File: src/rtl/random_offset_gen.sv
// Fills the per-log X/Y start-offset table from a 16-bit Galois LFSR, one entry per clock.
// Build option: RANDOM_OFFSET_FREERUN_EN makes the LFSR also step while IDLE/DONE.
module random_offset_gen #(
  parameter int                NUM_OF_LOGS = 15,
  parameter int                OFFSET_W    = 9,
  parameter int                LFSR_W      = 16,
  parameter logic [LFSR_W-1:0] LFSR_TAPS   = 16'hB400,
  parameter logic [LFSR_W-1:0] SEED        = 16'hACE1,
  parameter int                X_LIMIT     = 480,
  parameter int                Y_LIMIT     = 400
) (
  input  logic                                    CLK,
  input  logic                                    RESET,
  input  logic                                    regen_req,
  input  logic                                    seed_load,
  input  logic [LFSR_W-1:0]                       seed_in,
  output logic                                    busy,
  output logic                                    done,
  output logic [NUM_OF_LOGS-1:0][OFFSET_W-1:0]    start_offsetX,
  output logic [NUM_OF_LOGS-1:0][OFFSET_W-1:0]    start_offsetY
);

  localparam int                IDX_W = (NUM_OF_LOGS > 1) ? $clog2(NUM_OF_LOGS) : 1;
  localparam logic [IDX_W-1:0]  LAST  = IDX_W'(NUM_OF_LOGS - 1);
  localparam logic [OFFSET_W:0] XL    = (OFFSET_W+1)'(X_LIMIT);
  localparam logic [OFFSET_W:0] YL    = (OFFSET_W+1)'(Y_LIMIT);

  typedef enum logic [1:0] {S_IDLE, S_FILL, S_DONE} state_t;

  state_t                               r_state;
  logic [LFSR_W-1:0]                    r_lfsr;
  logic [IDX_W-1:0]                     r_idx;
  logic                                 r_phase;
  logic                                 r_busy;
  logic                                 r_done;
  logic [NUM_OF_LOGS-1:0][OFFSET_W-1:0] r_x;
  logic [NUM_OF_LOGS-1:0][OFFSET_W-1:0] r_y;

  logic [LFSR_W-1:0]   w_lfsr_nxt;
  logic [LFSR_W-1:0]   w_seed;
  logic [OFFSET_W-1:0] w_v;
  logic [OFFSET_W:0]   w_v_ext;
  logic [OFFSET_W-1:0] w_x;
  logic [OFFSET_W-1:0] w_y;

  assign w_lfsr_nxt = r_lfsr[0] ? ((r_lfsr >> 1) ^ LFSR_TAPS) : (r_lfsr >> 1);
  assign w_seed     = (seed_in == '0) ? SEED : seed_in;

  // Offsets come from the post-step value; limits >= 256 so one subtract folds v into range.
  assign w_v     = w_lfsr_nxt[OFFSET_W-1:0];
  assign w_v_ext = {1'b0, w_v};
  assign w_x     = (w_v_ext >= XL) ? (w_v - XL[OFFSET_W-1:0]) : w_v;
  assign w_y     = (w_v_ext >= YL) ? (w_v - YL[OFFSET_W-1:0]) : w_v;

  always_ff @(posedge CLK) begin
    if (RESET) begin
      r_state <= S_IDLE;
      r_lfsr  <= SEED;
      r_idx   <= '0;
      r_phase <= 1'b0;
      r_busy  <= 1'b0;
      r_done  <= 1'b0;
      r_x     <= '0;
      r_y     <= '0;
    end else begin
      r_done <= 1'b0;
      if (seed_load) begin
        r_lfsr  <= w_seed;
        r_state <= S_IDLE;
        r_busy  <= 1'b0;
        r_idx   <= '0;
        r_phase <= 1'b0;
      end else begin
        case (r_state)
          S_IDLE: begin
`ifdef RANDOM_OFFSET_FREERUN_EN
            r_lfsr <= w_lfsr_nxt;
`endif
            if (regen_req) begin
              r_state <= S_FILL;
              r_busy  <= 1'b1;
              r_idx   <= '0;
              r_phase <= 1'b0;
            end
          end
          S_FILL: begin
            r_lfsr <= w_lfsr_nxt;
            if (!r_phase) begin
              r_x[r_idx] <= w_x;
              r_phase    <= 1'b1;
            end else begin
              r_y[r_idx] <= w_y;
              r_phase    <= 1'b0;
              if (r_idx == LAST) begin
                r_state <= S_DONE;
                r_busy  <= 1'b0;
                r_done  <= 1'b1;
              end else begin
                r_idx <= r_idx + 1'b1;
              end
            end
          end
          S_DONE: begin
`ifdef RANDOM_OFFSET_FREERUN_EN
            r_lfsr <= w_lfsr_nxt;
`endif
            r_state <= S_IDLE;
          end
          default: r_state <= S_IDLE;
        endcase
      end
    end
  end

  assign busy          = r_busy;
  assign done          = r_done;
  assign start_offsetX = r_x;
  assign start_offsetY = r_y;

endmodule

File: config.mk
export PLATFORM = sky130hd
export DESIGN_NAME = random_offset_gen
export DESIGN_NICKNAME = d
export VERILOG_FILES = /design/src/rtl/random_offset_gen.sv
export SDC_FILE = /design/constraint.sdc
export NUM_CORES = 1
export LEC_CHECK = 0
export CAP_MARGIN = 40
export CORE_MARGIN = 1.5
export CORE_UTILIZATION = 45
export DETAILED_ROUTE_END_ITERATION = 12
export PLACE_DENSITY_LB_ADDON = 0.3
export RECOVER_POWER = 100
export SKIP_CTS_REPAIR_TIMING = 1
export SYNTH_ARGS = -nofsm -noshare
export SYNTH_HDL_FRONTEND = slang
export SYNTH_SLANG_ARGS = --single-unit
File: constraint.sdc
create_clock -name CLK -period 3.23 [get_ports CLK]
set_input_delay 0.646 -clock CLK [delete_from_list [all_inputs] [get_ports CLK]]
set_output_delay 0.646 -clock CLK [all_outputs]
set_load 0.005 [all_outputs]
==> run_results.csv <==
group,metric,value,unit
power,leakage,6.415,nW
finish,layout-area-overhead-vs-synth,36.66,%
global_route,globalRoute.totalOverflow,0,
floorplanning,top_level_ports,292,
finish,final.fill_count,2124,
sta,fin_crit,2.643,ns
placement,place.gp.congestion,0.8003,
routing,drt_first_pass_iters,5,
sta,rsz0062_at_grt,"false",
finish,antenna-diode-count,0,
synthesis,yosys-top-cells-area,"dfxtp_1, nand2_1, a21oi_1",
synthesis,ys_seq_area_frac,0.5283,
synthesis,synth-xor-area-share,0.005485,
sta,timing.final.hold_violations,0,
critical_path,setup.reg_to_reg.worst_slack,0.59,ns
synthesis,mappedNetlistNets,1350,
floorplanning,die_width,160.6,um
job,timing.max_cap.violations,0,
critical_path,classification_of_the_worst_setup_path,"register to register",
sta,clock.fmax,378.4,MHz
global_route,grt_first_pass_wirelength,53.99,mm
power,peakVddDrop,0.4271,mV
finish,highest_count_cells_in_the_layout_ignoring_fill_and_taps,"nand2_1, dfxtp_1, dlygate4sd3_1",
global_route,grt_max_degree,125,
sta,skew,0.01486,ns
synthesis,synthesis.instances,1320,
finish,nNetsFinal,1586,
critical_path,critical_path.endpoint_type,"register",
placement,hpwlAfterDp,23.39,mm
critical_path,worstPathMaxFanout,11,
critical_path,timing.critical_path.required,3.62,ns
synthesis,yosys.area_share.simple,0.2124,
sta,final-setup-viol-count,0,
global_route,grt_pass1_vias,9668,
floorplanning,fp.dieArea,0.02580,sq mm
synthesis,synth_edf_count,0,
cts,worst_path_clk_slew,0.06,ns
cts,clockRootBuffer,"clkbuf_16",
cts,clock_sinks,295,
cts,numCtsBuffers,30,
routing,detail-route-antenna-nets,0,
status,run_status,"complete, no violations",
synthesis,synthesis.yosys.warnings,0,
routing,drcViolationCount,0,
synthesis,netlist_area,0.01118,sq mm
routing,detailroute.via_count,10238,
routing,wl_per_cell,18.34,um
finish,final_core_util,0.6281,
finish,seqCellArea,0.005911,sq mm
sta,timing_worst_slew_pin_value,0.8602,ns
synthesis,synth_top_family_by_area,"simple AND/OR/NAND/NOR gates",
synthesis,netlist.area_leader.share,0.5283,
finish,final_layout_size_suffix_gt1_frac,0.05640,
critical_path,signal_arrival_time_at_the_worst_endpoint,3.03,ns
sta,final.period_utilization,0.8183,
synthesis,synthDominantAreaCellType,"dfxtp_1",
floorplanning,chip_height,160.6,um
hold_path,hold_path.class,"input port to register",
floorplanning,floorplan.initialDensity,0.4596,
routing,wirelength,34.89,mm
global_route,grt_antenna_before_repair,0,
routing,drt-initial-drc-count,655,
sta,final-max-slew-violation-count,0,
floorplanning,std_cell_core_area,0.02432,sq mm
synthesis,ys_dominant_reg_cell,"dfxtp_1",
synthesis,yosys-mux-area-fraction,0.04533,
finish,area_occupied_by_multi_input_gates,0.004743,sq mm
placement,input_output_buffers,291,
synthesis,syn_area_per_cell,8.468,sq um
power,pwr_density_cell,501.0,mW/mm^2
finish,fin_area,0.01528,sq mm
synthesis,synth_compound_gate_area_share,0.1509,
cts,htree_depth,1,
global_route,groute.usage.overall,0.2608,
synthesis,postSynthRegisterBits,295,
placement,dp_cells,1848,
floorplanning,std_cell_rows,57,
synthesis,ys_async_sr_fraction,0,
cts,clk-insertion-delay-late,0.55,ns
routing,detail_route.vias_per_cell,5.383,
sta,setup_total_negative_slack,0,ns
finish,final-instance-count-excl-fill,1902,
synthesis,ys_types,55,
placement,placed_cell_area,0.01430,sq mm
cts,cts_tree,"yes",
critical_path,critPathLaunchType,"register",
synthesis,post_synth_fa_ha_maj_area_fraction,0.01119,
sta,relSlewSlack,0.4224,
cts,clockBufferDepth,3,
cell type report:
cell class | instances | share of cell area
sequential | 295 | 0.3869
multi-input combinational | 899 | 0.3105
timing repair buffer | 320 | 0.2046
clock buffer | 43 | 0.05766
tap | 324 | 0.02654
clock inverter | 11 | 0.01130
inverter | 10 | 0.002457
per-stage QoR:
stage	setup slack (ns)	hold slack, ns	power [mW]
2_1_floorplan	1.256	0.4482	3.949
3_3_place_gp	0.5434	0.4369	4.074
3_5_place_dp	0.4640	0.4456	4.083
4_1_cts	0.9839	0.3598	7.710
5_1_grt	0.4108	0.3820	7.888
6_report	0.5870	0.3819	7.653
metal layers:
layer | vias up | track usage | part of all wire
met3 | 56 | 0.07257 | 0.087
met1 | 4847 | 0.3235 | 0.42
met5 | - | 0 | 0
met4 | 0 | 0.07179 | 0.024
li1 | 4956 | - | -
met2 | 379 | 0.4435 | 0.47
flip-flops by register name, indices dropped and copies added (netlist names):
| name | count |
|---|---|
| busy | 1 |
| done | 1 |
| r_idx | 4 |
| r_lfsr | 16 |
| r_phase | 1 |
| r_state | 2 |
| start_offsetX | 135 |
| start_offsetY | 135 |
report_power, final:
part           internal [mW]  switching [mW]
Sequential              3.66          0.0195
Clock                   2.21            1.44
Combinational         0.0917           0.232
path summary, 6_finish.rpt:
kind | from | endpoint | depth (start not counted)
max | r_lfsr[7]$_SDFFE_PP1P_ | start_offsetX[50]$_SDFFE_PP0P_ | 6
min | RESET | r_lfsr[3]$_SDFFE_PP0P_ | 2
max reg2reg | r_lfsr[7]$_SDFFE_PP1P_ | start_offsetX[50]$_SDFFE_PP0P_ | 6
min reg2reg | start_offsetX[63]$_SDFFE_PP0P_ | start_offsetX[63]$_SDFFE_PP0P_ | 2
synthesized netlist by cell type, drive strengths merged, types with 3 or more instances:
cell	instances
a211oi	33
a21o	7
a21oi	149
a41oi	3
and3	36
buf	25
clkbuf	91
dfxtp	295
ha	10
inv	10
mux2	5
mux2i	45
nand2	291
nand3	97
nor2	86
nor2b	5
nor3	3
o211ai	15
o21ai	68
o22ai	5
or4	5
xnor2	5
cells by family (layout without fill, tap and decap cells):
kind of cell | Yosys count | in the layout
simple gates | 540 | 540
flops | 295 | 295
compound gates | 292 | 292
buf+inv | 126 | 384
mux | 50 | 50
fa+ha+maj | 10 | 10
xor+xnor | 7 | 7
worst max-delay path: stages (launching register included):
cell	delay, ns
dfxtp_1	0.54
ha_1	0.29
and3_1	0.21
a41oi_1	0.06
xnor2_1	0.71
clkbuf_1	0.48
a41oi_1	0.19
Note: power is estimated with default switching activity, not from simulation.
